$ cat src/rtl/frame_pulse_sequencer.sv
// frame_pulse_sequencer: per-frame pulse windows timed from the V-duty marker; define FPS_SHADOW_EN to latch window config once per frame
module frame_pulse_sequencer #(
  parameter int NCH = 2,
  parameter int CW = 9,
  parameter int SAT = 100
) (
  input  logic              iODCK,
  input  logic              iRst_n,
  input  logic              iV_Duty,
  input  logic [NCH*CW-1:0] iStart,
  input  logic [NCH*CW-1:0] iLen,
  input  logic [NCH-1:0]    iPol,
  output logic [NCH-1:0]    oPulse,
  output logic [CW-1:0]     oCount,
  output logic              oDone,
  output logic              oFrameStart,
  output logic              oOverrun
);
  localparam logic [CW-1:0] SatVal = CW'(SAT);
  logic [CW-1:0] cnt;
  logic vD;
  logic [NCH*CW-1:0] curStart, curLen;
  logic [NCH-1:0] curPol, act;
`ifdef FPS_SHADOW_EN
  // window config is captured during reset and the frame marker so mid-frame edits wait for the next frame
  always_ff @(posedge iODCK)
    if (!iRst_n || iV_Duty) begin
      curStart <= iStart;
      curLen <= iLen;
      curPol <= iPol;
    end
`else
  assign curStart = iStart;
  assign curLen = iLen;
  assign curPol = iPol;
`endif
  // window membership per channel; end bound kept one bit wider so start+len cannot wrap
  always_comb begin
    act = '0;
    for (int k = 0; k < NCH; k++)
      act[k] = ({1'b0, cnt} >= {1'b0, curStart[k*CW +: CW]}) &&
               ({1'b0, cnt} < ({1'b0, curStart[k*CW +: CW]} + {1'b0, curLen[k*CW +: CW]}));
  end
  // frame counter, marker edge detect and registered outputs; reset parks the counter at saturation
  always_ff @(posedge iODCK)
    if (!iRst_n) begin
      cnt <= SatVal;
      vD <= 1'b0;
      oFrameStart <= 1'b0;
      oOverrun <= 1'b0;
      oPulse <= iPol;
    end else begin
      cnt <= iV_Duty ? '0 : (cnt == SatVal ? cnt : cnt + 1'b1);
      vD <= iV_Duty;
      oFrameStart <= iV_Duty & ~vD;
      oOverrun <= iV_Duty & ~vD & (cnt != SatVal);
      oPulse <= act ^ curPol;
    end
  assign oCount = cnt;
  assign oDone = (cnt == SatVal);
endmodule
$ cat config.mk
export PLATFORM = sky130hd
export DESIGN_NAME = frame_pulse_sequencer
export DESIGN_NICKNAME = d
export VERILOG_FILES = /design/src/rtl/frame_pulse_sequencer.sv
export SDC_FILE = /design/constraint.sdc
export NUM_CORES = 1
export LEC_CHECK = 0
export BUFFER_PORTS_ARGS = -buffer_cell sky130_fd_sc_hd__clkbuf_2
export CELL_PAD_IN_SITES_DETAIL_PLACEMENT = 0
export CELL_PAD_IN_SITES_GLOBAL_PLACEMENT = 1
export CORE_MARGIN = 1
export CORE_UTILIZATION = 36
export DETAILED_ROUTE_END_ITERATION = 16
export GPL_TIMING_DRIVEN = 0
export HOLD_SLACK_MARGIN = 0.08
export PLACE_DENSITY_LB_ADDON = 0.1
export SETUP_SLACK_MARGIN = 0.2
export SYNTH_ARGS = -nofsm -noshare
export SYNTH_HDL_FRONTEND = slang
export SYNTH_SLANG_ARGS = --single-unit
$ cat constraint.sdc
create_clock -name iODCK -period 3 [get_ports iODCK]
set_input_delay 0.3 -clock iODCK [delete_from_list [all_inputs] [get_ports iODCK]]
set_output_delay 0.3 -clock iODCK [all_outputs]
set_load 0.05 [all_outputs]
# --- Word level (Yosys, flattened, before mapping) ---
# Cells that the tools add are included.
classes:
  reduce_logical: 3
  n_eq_ne: 3
  add_sub_neg: 3
  bitwise_logic: 5
  n_mux: 3
  magnitude_cmp: 4
ops:
  columns: ["operator", "count"]
  rows:
  - ["9-bit by 9-bit adder with 10-bit output", 2]
  - ["9-bit by 10-bit < comparator with 1-bit output", 2]
  - ["9-bit >= comparator", 2]
  - ["7-bit 2-to-1 mux", 2]
  - ["9-bit by 1-bit adder with 9-bit output, second input constant", 1]
  - ["9-bit by 7-bit == test with 1-bit output, second input constant", 1]
  - ["9-bit by 7-bit != test with 1-bit output, second input constant", 1]
  - ["1-bit bitwise AND", 2]
  - ["1-bit logical AND", 2]
  - ["2-bit 2-to-1 mux", 1]
  - ["2-bit != test, second input constant", 1]
  - ["1-bit inverter", 2]
  - ["2-bit OR reduction", 1]
  - ["2-bit XOR", 1]
word_totals:
  in_bits: 41
  word_cells: 27
  register_bits: 14

# --- Longest topological paths before layout ---
# Gate-level depths: netlist of run 1.
logic_depth:
  word_depth: 5
  depth_mapped: 15
  mapped_depth_nobuf: 15

# --- Worst setup path before layout of run 1 ---
# No wires, ideal clock.
synth_path:
  kind: "input -> register"
  start: "input iStart[0]"
  end: "register oPulse[0]"
  arrival_ns: 2.736
  path_stages: 14
  path_buffers: 0
  path_slack_ns: 0.193
  setup_ns: 0.072
  required_ns: 2.928
  cell_sequence: "ha_1 -> inv_1 -> fa_1 -> nor2b_1 -> o21ai_1 -> a21boi_0 -> o21ai_0 -> nor2b_1 -> xor2_1 -> ha_1 -> a2111oi_0 -> o21ai_1 -> a221oi_2 -> xor2_1"
synth_via:
  elab_chain_cells: 5
synth_rtl:
  columns: ["item", "line_no", "text"]
  rows:
  - ["from (decl)", "10", "input logic [NCH*CW-1:0] iStart,"]
  - ["9-bit by 9-bit adder with 10-bit output", "42", "({1'b0, cnt} < ({1'b0, curStart[k*CW +: CW]} + {1'b0, curLen[k*CW +: CW]}));"]
  - ["9-bit by 10-bit < comparator with 1-bit output", "42", null]
  - ["1-bit logical AND *", "41", "act[k] = ({1'b0, cnt} >= {1'b0, curStart[k*CW +: CW]}) &&"]
  - ["2-bit XOR *", "57", "oPulse <= act ^ curPol;"]
  - ["2-bit 2-to-1 mux *", "46", "if (!iRst_n) begin"]
  - ["to (signal assigned)", "51", "oPulse <= iPol;"]
  - ["to (signal assigned)", "57", null]
  - ["to (decl)", "13", "output logic [NCH-1:0] oPulse,"]
# Every way passes the cells marked *; elsewhere a longest branch is shown, timed or not.
# A chain may end at the register's enable or synchronous reset.

# --- Final worst setup path of run 1 ---
# Same ends and word-level chain as after synthesis.

==> results.ini, run 1 <==
[placed_design]
gp_congestion = 0.716
dp_hpwl_um = 3790
io_buffer_count = 54
cell_area_after_placement_mm2 = 0.00243
post-place-cells = 368

[die]
initial_core_util_pct = 37.6
die_w_um = 77.8
floorplan.rows = 27
die_span_in_y_um = 77.8
io-pin-count = 55
fp.dieArea_mm2 = 0.00605
design.core.area_mm2 = 0.00551

[critical_path]
worstSetupPathType = in2reg
cp-start-kind = primary input
worst-endpoint-required_ns = 3.18
path_max_fanout = 2
worstPathArrival_ns = 2.87
worst_setup_path_end_kind = flip-flop

[clock_tree]
cts_htree_levels = 1
tritoncts = built
worst_skew_pair.late_latency_ns = 0.24
clock_sink_count = 14
cts-buffers-inserted = 3
cts.path.max_buffers = 2
cts_hold_buf = 0
clockRootBuffer = sky130_fd_sc_hd__clkbuf_8
post_cts_clock_slew_at_the_launch_and_capture_registers_of_the_worst_setup_and_hold_paths_ns = 0.06

[logic_synthesis]
ys_warn_count = 0
number_of_library_cell_types_mapped_by_synthesis = 44
post-synth-top-area-fraction_pct = 32.7
synthesis.nets = 339
mappedNetlistArea_mm2 = 0.00207
synth_area_per_cell_um2 = 8.55
ys_seq_elements = 14
post_synth_inst_count = 242
cell_taking_the_most_area_after_synthesis = sky130_fd_sc_hd__ha_1
dominant_cell_by_count_in_the_synthesized_netlist = sky130_fd_sc_hd__ha_1
ys.flop_type = sky130_fd_sc_hd__dfxtp_1
synth_seq_area_share_pct = 13.6
count_of_flip_flops_with_a_built_in_enable_after_synthesis = 0
synth_top_cells_by_area = sky130_fd_sc_hd__ha_1, sky130_fd_sc_hd__dfxtp_1, sky130_fd_sc_hd__xor2_1
async_reset_ff_share_pct = 0
ys_top_cells_by_count = sky130_fd_sc_hd__ha_1, sky130_fd_sc_hd__inv_1, sky130_fd_sc_hd__a21oi_1

[sta]
final_max_slew_viol_count = 0
hold_violations = 0
finalSetupViolCount = 0
finClkSkew_ns = 0.000906
worst_slew_pin_slew_ns = 0.478
rsz0062_at_grt = yes
worst_slew_margin_rel_pct = 67.9
max_freq_ghz = 0.371
post-route-min-period_ns = 2.69
final_cycle_utilization_of_the_critical_path_pct = 89.8

[global_routing]
grt.overflow.total = 0
first_global_vias = 1800
grt_start_max_net_pins = 12
antenna_found_initial = 0
globalRouteTotalUtil_pct = 15.1
grt_first_pass_wirelength_um = 7480

[routing]
routed_wirelength_um = 4360
antenna_violating_nets_post_route = 0
detail_route.vias_per_cell = 5.00
wl_per_cell_um = 11.7
vias = 1860
number_of_design_rule_violations_left_by_the_first_detailed_router_iteration = 33
drc = 0
firstDrtPassIters = 4

[final_layout]
n_fill_cell = 596
post-route-util_pct = 45.6
post-route-cell-area_mm2 = 0.00251
diodes = 0
sequential_cell_area_um2 = 280
multi_input_gate_area_in_the_final_layout_mm2 = 0.00171
layout-area-overhead-vs-synth_pct = 21.5
stdcell_count = 372
drive_gt1_share_pct = 25.0
layout.nets = 398

[hold_path]
timing.hold.worst.class = in2reg

[power_and_ir_drop]
pwr_density_cell_mw_per_mm2 = 308
total_power_uw = 775
power.leakage_uw = 0.00129
peakVddDrop_uv = 123

[flow_run]
max_cap_violations = 0

[status]
result_of_the_run = finished clean

==> power breakdown <==
group / internal (uW) / total [uW] / switching [uW]
combinational: 171 / 383 / 212
clock: 116 / 182 / 65.9
sequential: 195 / 210 / 14.7
==> path summary, 6_finish.rpt <==
check                                            start                endpoint  slack [ns]  depth (start not counted)
worst min register to register           vD$_SDFF_PN0_  oFrameStart$_SDFF_PN0_        0.41                          1
worst max-delay path                         iStart[0]       oPulse[0]$_DFF_P_        0.31                         15
worst max register to register  oCount[3]$_SDFFE_PP0N_       oPulse[1]$_DFF_P_        1.04                          7
worst min-delay path                           iPol[0]       oPulse[0]$_DFF_P_        0.24                          2
==> critical path: stages <==
cell                        delay, ns
sky130_fd_sc_hd__clkbuf_2        0.12
sky130_fd_sc_hd__ha_4            0.15
sky130_fd_sc_hd__inv_1           0.05
sky130_fd_sc_hd__fa_2            0.34
sky130_fd_sc_hd__nor2b_1         0.12
sky130_fd_sc_hd__o21ai_1         0.08
sky130_fd_sc_hd__a21boi_1        0.17
sky130_fd_sc_hd__o21ai_1         0.10
sky130_fd_sc_hd__nor2b_1         0.15
sky130_fd_sc_hd__xor2_1          0.14
sky130_fd_sc_hd__ha_1            0.33
sky130_fd_sc_hd__a2111oi_2       0.29
sky130_fd_sc_hd__o21ai_1         0.13
sky130_fd_sc_hd__a221oi_2        0.26
sky130_fd_sc_hd__xor2_1          0.16
==> cells in the final DEF, fill, tap and decap left out, types with 2 or more instances in the layout <==
cell                       netlist  final
sky130_fd_sc_hd__a21oi_1        16     16
sky130_fd_sc_hd__nand2b_1        6      6
sky130_fd_sc_hd__and3_1          2      2
sky130_fd_sc_hd__clkbuf_2        0     54
sky130_fd_sc_hd__nor3_1          5      5
sky130_fd_sc_hd__xor2_1         13     13
sky130_fd_sc_hd__a211oi_1        3      3
sky130_fd_sc_hd__a21oi_2         2      2
sky130_fd_sc_hd__nor4_4          2      2
sky130_fd_sc_hd__o21ai_2         2      2
sky130_fd_sc_hd__o21a_1          4      4
sky130_fd_sc_hd__o211ai_1        2      2
sky130_fd_sc_hd__inv_1          30     30
sky130_fd_sc_hd__nand2_1         8      8
sky130_fd_sc_hd__nor2b_1         4      4
sky130_fd_sc_hd__nor2_1          9      9
sky130_fd_sc_hd__clkbuf_8        0      4
sky130_fd_sc_hd__dfxtp_1        14     14
sky130_fd_sc_hd__ha_1           54     52
sky130_fd_sc_hd__o21ai_0         6      5
sky130_fd_sc_hd__xnor2_1         8      8
sky130_fd_sc_hd__a211o_1         3      3
sky130_fd_sc_hd__a21o_1          3      3
sky130_fd_sc_hd__nand4_1         4      4
sky130_fd_sc_hd__nand3_1        13     13
sky130_fd_sc_hd__o21ai_1         7      8
==> stage by stage <==
stage / hold slack, ns / worst slack (ns) / setup TNS, ns
6_report: 0.240 / 0.307 / 0
5_1_grt: 0.241 / 0.0350 / 0
4_1_cts: 0.241 / 0.252 / 0
3_5_place_dp: 0.402 / -0.205 / -0.205
3_3_place_gp: 0.402 / -0.166 / -0.166
2_1_floorplan: 0.376 / 0.227 / 0
==> cell families after synthesis <==
family	count (synthesis)	synth area share [%]
AOI/OAI and AO/OA	60	20.1
xor gates and xnor gates	21	8.89
DFF	14	13.6
muxes	1	0.484
buffers and inverters	30	5.44
and+or+nand+nor	60	16.9
adders and majority gates	56	34.6
==> state kept, by name, summed over array words and instances (netlist names) <==
register	cells
oCount	9
oPulse	2
oFrameStart	1
oOverrun	1
vD	1
==> metal layers <==
layer	global-route usage, %	part of all wire (%)
met3	0.471	2.7
met1	17.7	46
met5	0	0
met2	29.4	50
met4	4.53	0.67
==> layout make-up <==
class                      count  area share, %
sequential                    14           11.1
multi-input combinational    198           67.8
inverter                      30           4.48
clock buffer                   4           2.19
tap                           72           3.58
timing repair buffer          54           10.8
==> timing repair <==
item	CTS	global route
setup endpoints to repair	1	2
buffers inserted	0	0
gates cloned	0	0
pin swaps	2	4
resized for setup	6	3
Note: power is estimated with default switching activity, not from simulation.
==> run 2, diff against run 1 <==
--- a/config.mk
+++ b/config.mk
@@ -14,7 +14,7 @@
 export GPL_TIMING_DRIVEN = 0
 export HOLD_SLACK_MARGIN = 0.08
 export PLACE_DENSITY_LB_ADDON = 0.1
-export SETUP_SLACK_MARGIN = 0.2
+export SETUP_SLACK_MARGIN = 0.4
 export SYNTH_ARGS = -nofsm -noshare
 export SYNTH_HDL_FRONTEND = slang
 export SYNTH_SLANG_ARGS = --single-unit
==> run 2 against run 1 <==
- total power up 3.1%
- clock skew up 0.0016 ns
- cell count up 1.3%
- critical path type unchanged
- highest routed layer unchanged
- die area unchanged
- largest power group unchanged
- clock power up 3%
- largest cell class unchanged
==> results.ini, run 2 (synthesized netlist as in run 1, its figures left out) <==
[critical_path]
worstPathArrival_ns = 2.89  ; was 2.87 ns
worst_setup_path_end_kind = flip-flop  ; unchanged
critical_path.slowest_cell = sky130_fd_sc_hd__fa_2  ; unchanged
rr_startpoint = oCount[0]$_SDFFE_PP0N_  ; was oCount[3]$_SDFFE_PP0N_
slowest_delay_ns = 0.35  ; was 0.34 ns
worst-endpoint-required_ns = 3.18  ; about the same
cp-start-kind = primary input  ; unchanged
crit_top_cell = sky130_fd_sc_hd__o21ai_1  ; unchanged
worstSetupPathType = in2reg  ; unchanged
reg2reg_depth = 8  ; was 7
setup.reg_to_reg.worst_slack_ns = 1.01  ; was 1.04 ns
r2r-end = oPulse[0]$_DFF_P_  ; was oPulse[1]$_DFF_P_
path_max_fanout = 2  ; unchanged
path_cells = clkbuf_2 > ha_4 > inv_1 > fa_2 > nor2b_2 > o21ai_1 > a21boi_1 > o21ai_1 > nor2b_1 > xor2_1 > ha_1 > a2111oi_2 > o21ai_1 > a221oi_2 > xor2_1  ; was clkbuf_2 > ha_4 > inv_1 > fa_2 > nor2b_1 > o21ai_1 > a21boi_1 > o21ai_1 > nor2b_1 > xor2_1 > ha_1 > a2111oi_2 > o21ai_1 > a221oi_2 > xor2_1

[clock_tree]
tritoncts = built  ; unchanged
cts_hold_buf = 0  ; unchanged
cts.path.max_buffers = 2  ; unchanged
clockRootBuffer = sky130_fd_sc_hd__clkbuf_8  ; unchanged
cts-buffers-inserted = 3  ; unchanged
cts_htree_levels = 1  ; unchanged
clock_sink_count = 14  ; unchanged
post_cts_clock_slew_at_the_launch_and_capture_registers_of_the_worst_setup_and_hold_paths_ns = 0.06  ; about the same
worst_skew_pair.late_latency_ns = 0.25  ; was 0.24 ns

[power_and_ir_drop]
cell_internal_pwr_uw = 495  ; was 482 uW
sequentialPowerShare_pct = 26.3  ; was 27.1%
power_switching_share_pct = 38.1  ; was 37.7%
share_comb_of_total_power_pct = 50.1  ; was 49.4%
peakVddDrop_uv = 155  ; was 123 uV
clock_power_share_pct = 23.5  ; about the same
power.leakage_uw = 0.00132  ; was 0.00129 uW
pwr_density_cell_mw_per_mm2 = 307  ; was 308 mW/mm2
total_switching_power_uw = 304  ; was 292 uW

[final_layout]
layout-area-overhead-vs-synth_pct = 25.8  ; was 21.5%
n_fill_cell = 573  ; was 596
largest_register_ff_count = 9  ; unchanged
most-common-layout-cells = sky130_fd_sc_hd__clkbuf_2, sky130_fd_sc_hd__ha_1, sky130_fd_sc_hd__inv_1, sky130_fd_sc_hd__a21oi_1, sky130_fd_sc_hd__dfxtp_1  ; unchanged
diodes = 0  ; unchanged
layout_commonest_cell = sky130_fd_sc_hd__clkbuf_2  ; unchanged
post-route-util_pct = 47.2  ; was 45.6%
drive_gt1_share_pct = 28.5  ; was 25.0%
layout.nets = 403  ; was 398

[hold_path]
hold_path_startpoint = iPol[1]  ; was iPol[0]
holdPathStages = 2  ; unchanged
timing.hold.worst.class = in2reg  ; unchanged
worst_hold_path.endpoint = oPulse[1]$_DFF_P_  ; was oPulse[0]$_DFF_P_

[sta]
hold_violations = 0  ; unchanged
final_cycle_utilization_of_the_critical_path_pct = 90.4  ; was 89.8%
rsz0062_at_grt = yes  ; unchanged
post-route-min-period_ns = 2.71  ; was 2.69 ns
total_negative_setup_slack_ns = 0  ; unchanged
timing.final.ws_setup_ns = 0.287  ; was 0.307 ns
fin_hold_ws_ns = 0.233  ; was 0.240 ns
worst_slew_pin_slew_ns = 0.493  ; was 0.478 ns
final_max_slew_viol_count = 0  ; unchanged
finClkSkew_ns = 0.00254  ; was 0.000906 ns
max_freq_ghz = 0.369  ; was 0.371 GHz
finalSetupViolCount = 0  ; unchanged
worst_slew_margin_rel_pct = 66.9  ; was 67.9%

[routing]
firstDrtPassIters = 5  ; was 4
vias = 1904  ; was 1860
drc = 0  ; unchanged
wl_per_cell_um = 12.3  ; was 11.7 um
number_of_design_rule_violations_left_by_the_first_detailed_router_iteration = 46  ; was 33
detail_route.vias_per_cell = 5.05  ; was 5.00
antenna_violating_nets_post_route = 0  ; unchanged
routed_wirelength_um = 4650  ; was 4360 um

[global_routing]
first_global_vias = 1805  ; was 1800
antenna_found_initial = 0  ; unchanged
groute.layer.met1.usage_pct = 19.7  ; was 17.7%
grt.overflow.total = 0  ; unchanged
grt_start_max_net_pins = 12  ; unchanged
globalRouteTotalUtil_pct = 16.0  ; was 15.1%
global_route.usage.met2_pct = 29.9  ; was 29.4%
grt_first_pass_wirelength_um = 7910  ; was 7480 um
top_usage_layer = met2  ; unchanged
global_route.usage.met3_pct = 0.941  ; was 0.471%

[status]
result_of_the_run = finished clean  ; unchanged

[placed_design]
dp_hpwl_um = 3880  ; was 3790 um
place_worst_setup_slack_ns = -0.114  ; was -0.205 ns
gp_congestion = 0.691  ; was 0.716
io_buffer_count = 54  ; unchanged

[die]
design.core.area_mm2 = 0.00551  ; unchanged
initial_core_util_pct = 37.6  ; unchanged
io-pin-count = 55  ; unchanged
die_span_in_y_um = 77.8  ; unchanged
die_w_um = 77.8  ; unchanged
fp.dieArea_mm2 = 0.00605  ; unchanged
floorplan.rows = 27  ; unchanged

[flow_run]
max_cap_violations = 0  ; unchanged

run 2: cell count changes in the layout (fill, tap and decap cells not counted), moves of 2 or more:
cell | before | now
sky130_fd_sc_hd__clkbuf_2 | 54 | 52
sky130_fd_sc_hd__buf_4 | 0 | 5
sky130_fd_sc_hd__ha_4 | 1 | 3
sky130_fd_sc_hd__ha_1 | 52 | 50
sky130_fd_sc_hd__nor2b_1 | 4 | 2
sky130_fd_sc_hd__nor2b_2 | 0 | 2
run 2: worst max-delay path, delay by kind of cell:
kind	cells	cell delay, ns
AOI/OAI and AO/OA	6	1.04
xor gates and xnor gates	2	0.29
adders and majority gates	3	0.81
buffers and inverters	2	0.17
and+or+nand+nor	2	0.27
run 2: timing repair:
item,4_1_cts,5_1_grt
hold endpoints to repair,0,0
pin swaps,4,12
gates cloned,0,0
resized for setup,5,15
buffers inserted,0,5
setup endpoints to repair,2,2
run 2: cell type report:
cell class / instances / area, um2 / area share (%)
Clock buffer: 4 / 55.1 / 2.12
Inverter: 30 / 113 / 4.33
Multi-Input combinational cell: 198 / 1740 / 66.9
Sequential cell: 14 / 280 / 10.8
Tap cell: 72 / 90.1 / 3.46
Timing Repair Buffer: 59 / 324 / 12.5
run 2: metrics by stage:
step / power (uW) / area [um2] / instances
detailed placement: 595 / 2430 / 368
CTS: 790 / 2510 / 372
global placement: 589 / 2430 / 368
global route: 867 / 2600 / 377
floorplan: 494 / 2070 / 242
finish: 799 / 2600 / 377
run 2: how the worst max path moves through the flow:
stage / start / endpoint / cells past startpoint
3_3_place_gp: iStart[0] / oPulse[0]$_DFF_P_ / 15
6_report: iStart[0] / oPulse[0]$_DFF_P_ / 15
4_1_cts: iStart[0] / oPulse[0]$_DFF_P_ / 15
5_1_grt: iStart[0] / oPulse[0]$_DFF_P_ / 15
3_5_place_dp: iStart[0] / oPulse[0]$_DFF_P_ / 15
2_1_floorplan: iStart[0] / oPulse[0]$_DFF_P_ / 14
run 2: per-layer routing:
layer,vias up,share of wire (%)
met4,0,0.58
met3,3,2.8
met2,34,50
li1,1008,-
met5,-,0
met1,859,47
run 2: power groups by stage:
stage | sequential, uW | combinational [uW] | clock (uW)
global placement | 215 | 374 | 0
global route | 213 | 457 | 197
CTS | 211 | 390 | 189
detailed placement | 215 | 380 | 0
floorplan | 240 | 254 | 0
finish | 210 | 401 | 188
==> run 3, diff against run 2 <==
--- a/config.mk
+++ b/config.mk
@@ -5,11 +5,12 @@
 export SDC_FILE = /design/constraint.sdc
 export NUM_CORES = 1
 export LEC_CHECK = 0
+export ABC_AREA = 1
 export BUFFER_PORTS_ARGS = -buffer_cell sky130_fd_sc_hd__clkbuf_2
 export CELL_PAD_IN_SITES_DETAIL_PLACEMENT = 0
 export CELL_PAD_IN_SITES_GLOBAL_PLACEMENT = 1
 export CORE_MARGIN = 1
-export CORE_UTILIZATION = 36
+export CORE_UTILIZATION = 35
 export DETAILED_ROUTE_END_ITERATION = 16
 export GPL_TIMING_DRIVEN = 0
 export HOLD_SLACK_MARGIN = 0.08
==> run 3 against run 2 <==
- sequential share of layout area shrank 0.46 points
- sequential power is essentially flat
- register-to-register slack gained 0.18 ns
- sequential cell count is the same
- total power grew 2.8%
- worst setup slack gained 0.35 ns
- die area grew 13%
- maximum frequency grew 15%
- combinational power grew 4%
- utilization shrank 2.7 points
- clock skew grew 0.0023 ns
- critical path type unchanged
- largest cell class unchanged
- largest power group unchanged
==> results.ini, run 3 <==
[status]
result_of_the_run = finished clean  ; unchanged

[placed_design]
dp_hpwl_um = 4730  ; was 3880 um
gp_congestion = 0.785  ; was 0.691
io_buffer_count = 54  ; unchanged

[critical_path]
critical_path.slowest_cell = sky130_fd_sc_hd__ha_1  ; was sky130_fd_sc_hd__fa_2
worstPathArrival_ns = 2.51  ; was 2.89 ns
slowest_delay_ns = 0.36  ; was 0.35 ns
worst-endpoint-required_ns = 3.15  ; was 3.18 ns
worst_setup_path_end_kind = flip-flop  ; unchanged
worstSetupPathType = in2reg  ; unchanged
path_cells = clkbuf_2 > ha_1 > a21oi_1 > o21ai_1 > nor2_2 > xor2_1 > ha_1 > nand2_1 > inv_1 > a21oi_1 > nand2_1 > nand2_1 > nand2_1 > nand2_1 > nand2_1 > nand2_1 > nand3_1 > nand2_1 > nand2_1  ; was clkbuf_2 > ha_4 > inv_1 > fa_2 > nor2b_2 > o21ai_1 > a21boi_1 > o21ai_1 > nor2b_1 > xor2_1 > ha_1 > a2111oi_2 > o21ai_1 > a221oi_2 > xor2_1
crit_top_cell = sky130_fd_sc_hd__nand2_1  ; was sky130_fd_sc_hd__o21ai_1
path_max_fanout = 5  ; was 2
cp-start-kind = primary input  ; unchanged

[final_layout]
sequential_cell_area_um2 = 280  ; unchanged
n_fill_cell = 667  ; was 573
layout_commonest_cell = sky130_fd_sc_hd__nand2_1  ; was sky130_fd_sc_hd__clkbuf_2
multi_input_gate_area_in_the_final_layout_mm2 = 0.00178  ; was 0.00174 mm2
layout-area-overhead-vs-synth_pct = 19.6  ; was 25.8%
largest_register_ff_count = 9  ; unchanged
drive_gt1_share_pct = 19.4  ; was 28.5%
layout.nets = 495  ; was 403
diodes = 0  ; unchanged
most-common-layout-cells = sky130_fd_sc_hd__nand2_1, sky130_fd_sc_hd__inv_1, sky130_fd_sc_hd__clkbuf_2, sky130_fd_sc_hd__ha_1, sky130_fd_sc_hd__a21oi_1  ; was sky130_fd_sc_hd__clkbuf_2, sky130_fd_sc_hd__ha_1, sky130_fd_sc_hd__inv_1, sky130_fd_sc_hd__a21oi_1, sky130_fd_sc_hd__dfxtp_1

[power_and_ir_drop]
total_switching_power_uw = 343  ; was 304 uW
sequentialPowerShare_pct = 25.6  ; was 26.3%
power_switching_share_pct = 41.8  ; was 38.1%
total_power_uw = 821  ; was 799 uW
clock_power_share_pct = 23.3  ; was 23.5%
share_comb_of_total_power_pct = 51.1  ; was 50.1%
power.leakage_uw = 0.00150  ; was 0.00132 uW
peakVddDrop_uv = 212  ; was 155 uV
pwr_density_cell_mw_per_mm2 = 302  ; was 307 mW/mm2
cell_internal_pwr_uw = 478  ; was 495 uW

[routing]
detail_route.vias_per_cell = 4.77  ; was 5.05
vias = 2253  ; was 1904
number_of_design_rule_violations_left_by_the_first_detailed_router_iteration = 62  ; was 46
drc = 0  ; unchanged
wl_per_cell_um = 11.8  ; was 12.3 um
routed_wirelength_um = 5580  ; was 4650 um
firstDrtPassIters = 4  ; was 5
antenna_violating_nets_post_route = 0  ; unchanged

[die]
floorplan.rows = 28  ; was 27
die_w_um = 82.6  ; was 77.8 um
design.core.area_mm2 = 0.00610  ; was 0.00551 mm2
die_span_in_y_um = 82.6  ; was 77.8 um
initial_core_util_pct = 37.3  ; was 37.6%
io-pin-count = 55  ; unchanged
fp.dieArea_mm2 = 0.00681  ; was 0.00605 mm2

[clock_tree]
cts.path.max_buffers = 2  ; unchanged
worst_skew_pair.late_latency_ns = 0.25  ; about the same
cts-buffers-inserted = 3  ; unchanged
cts_hold_buf = 0  ; unchanged
clockRootBuffer = sky130_fd_sc_hd__clkbuf_8  ; unchanged
clock_sink_count = 14  ; unchanged
post_cts_clock_slew_at_the_launch_and_capture_registers_of_the_worst_setup_and_hold_paths_ns = 0.06  ; about the same
tritoncts = built  ; unchanged
cts_htree_levels = 1  ; unchanged

[logic_synthesis]
synth_top_cells_by_area = sky130_fd_sc_hd__ha_1, sky130_fd_sc_hd__nand2_1, sky130_fd_sc_hd__dfxtp_1  ; was sky130_fd_sc_hd__ha_1, sky130_fd_sc_hd__dfxtp_1, sky130_fd_sc_hd__xor2_1
synth_mux_area_share_pct = 0  ; was 0.484%
post-synth-top-area-fraction_pct = 29.8  ; was 32.7%
synthXorXnorAreaFrac_pct = 5.79  ; was 8.89%
synth_area_per_cell_um2 = 6.72  ; was 8.55 um2
ys_top_cells_by_count = sky130_fd_sc_hd__nand2_1, sky130_fd_sc_hd__inv_1, sky130_fd_sc_hd__ha_1  ; was sky130_fd_sc_hd__ha_1, sky130_fd_sc_hd__inv_1, sky130_fd_sc_hd__a21oi_1
count_of_flip_flops_with_a_built_in_enable_after_synthesis = 0  ; unchanged
synthesis.nets = 435  ; was 339
synth_seq_area_share_pct = 12.3  ; was 13.6%
async_reset_ff_share_pct = 0  ; unchanged
synth_top_family_by_area = adder cells  ; unchanged
number_of_library_cell_types_mapped_by_synthesis = 29  ; was 44
cell_taking_the_most_area_after_synthesis = sky130_fd_sc_hd__ha_1  ; unchanged
dominant_cell_by_count_in_the_synthesized_netlist = sky130_fd_sc_hd__nand2_1  ; was sky130_fd_sc_hd__ha_1
ys_warn_count = 0  ; unchanged
mappedNetlistArea_mm2 = 0.00227  ; was 0.00207 mm2
ys_seq_elements = 14  ; unchanged
synth_compound_gate_area_share_pct = 12.8  ; was 20.1%
ys.flop_type = sky130_fd_sc_hd__dfxtp_1  ; unchanged
post_synth_fa_ha_maj_area_fraction_pct = 31.5  ; was 34.6%
post_synth_inst_count = 338  ; was 242
post_synth_and_or_nand_nor_area_fraction_pct = 27.4  ; was 16.9%

[sta]
finClkSkew_ns = 0.00488  ; was 0.00254 ns
post-route-min-period_ns = 2.36  ; was 2.71 ns
hold_violations = 0  ; unchanged
max_freq_ghz = 0.424  ; was 0.369 GHz
finalSetupViolCount = 0  ; unchanged
worst_slew_pin_slew_ns = 0.558  ; was 0.493 ns
final_max_slew_viol_count = 0  ; unchanged
final_cycle_utilization_of_the_critical_path_pct = 78.6  ; was 90.4%
worst_slew_margin_rel_pct = 62.3  ; was 66.9%
total_negative_setup_slack_ns = 0  ; unchanged
rsz0062_at_grt = no  ; was yes

[global_routing]
first_global_vias = 1959  ; was 1805
antenna_found_initial = 0  ; unchanged
grt_start_max_net_pins = 12  ; unchanged
grt.overflow.total = 0  ; unchanged
grt_first_pass_wirelength_um = 8830  ; was 7910 um
globalRouteTotalUtil_pct = 16.9  ; was 16.0%

[flow_run]
max_cap_violations = 0  ; unchanged

[hold_path]
timing.hold.worst.class = in2reg  ; unchanged

[run 3: cell count changes after synthesis, moves of 4 or more]
cell                       previous run  this run
sky130_fd_sc_hd__nand2_1              8        76
sky130_fd_sc_hd__inv_1               30        57
sky130_fd_sc_hd__nor2_1               9        26
sky130_fd_sc_hd__a21oi_1             16        31
sky130_fd_sc_hd__nand4_1              4        11
sky130_fd_sc_hd__nand2b_1             6         0
sky130_fd_sc_hd__inv_2                0         4
sky130_fd_sc_hd__nor2b_1              4         0
sky130_fd_sc_hd__xor2_1              13         9
[run 3: final cells by class]
cell class                 instances  share of cell area (%)
clock buffer                       4                    2.03
inverter                          61                    8.43
multi-input combinational        263                    65.5
sequential                        14                    10.3
tap                               75                    3.45
timing repair buffer              55                    10.2
[run 3: layer usage]
layer	GRT usage, %	vias to the layer above	wire length [um]
met5	0	-	0
met3	0.659	4	140
li1	-	1248	-
met2	27.9	36	2380
met1	24.2	965	3030
met4	3.62	0	28
[run 3: power by group through the flow]
stage | sequential, uW | combinational, uW | clock (uW)
finish | 210 | 419 | 192
global route | 212 | 487 | 202
CTS | 210 | 416 | 195
detailed placement | 214 | 415 | 0
global placement | 215 | 410 | 0
floorplan | 240 | 276 | 0
[run 3: worst max-delay path: cells and delay by family]
family | cells | cell delay (ns)
fa+ha+maj | 2 | 0.63
xor+xnor | 1 | 0.18
compound gates | 3 | 0.48
simple gates | 11 | 0.78
buf+inv | 2 | 0.13
[run 3: per-stage QoR]
stage          hold WS, ns  area (um2)  util, %  setup WS, ns  instances
2_1_floorplan        0.371        2270        -         0.681        338
3_3_place_gp         0.416        2640     43.2         0.267        467
3_5_place_dp         0.413        2640     43.2         0.245        467
4_1_cts              0.252        2690     44.1         0.505        471
5_1_grt              0.262        2720     44.6         0.400        472
6_report             0.254        2720     44.6         0.642        472
[run 3: logic make-up after synthesis]
group	Yosys count
flip-flops	14
adder cells (fa/ha/maj)	56
buffers and inverters	61
AO/OA/AOI/OAI	52
XOR/XNOR	15
AND/OR/NAND/NOR	140
[run 3: final timing paths]
kind | from | to | slack (ns) | cells past startpoint
max | iStart[2] | oPulse[0]$_DFF_P_ | 0.64 | 19
min | iPol[0] | oPulse[0]$_DFF_P_ | 0.25 | 3
max reg2reg | oCount[2]$_SDFFE_PN1P_ | oPulse[1]$_DFF_P_ | 1.19 | 11
min reg2reg | vD$_SDFF_PN0_ | oFrameStart$_SDFF_PN0_ | 0.43 | 1
[run 3: what timing repair did]
action,in CTS,in global routing
endpoints found under the setup margin,0,2
gates resized for setup,0,9
buffers inserted,0,1
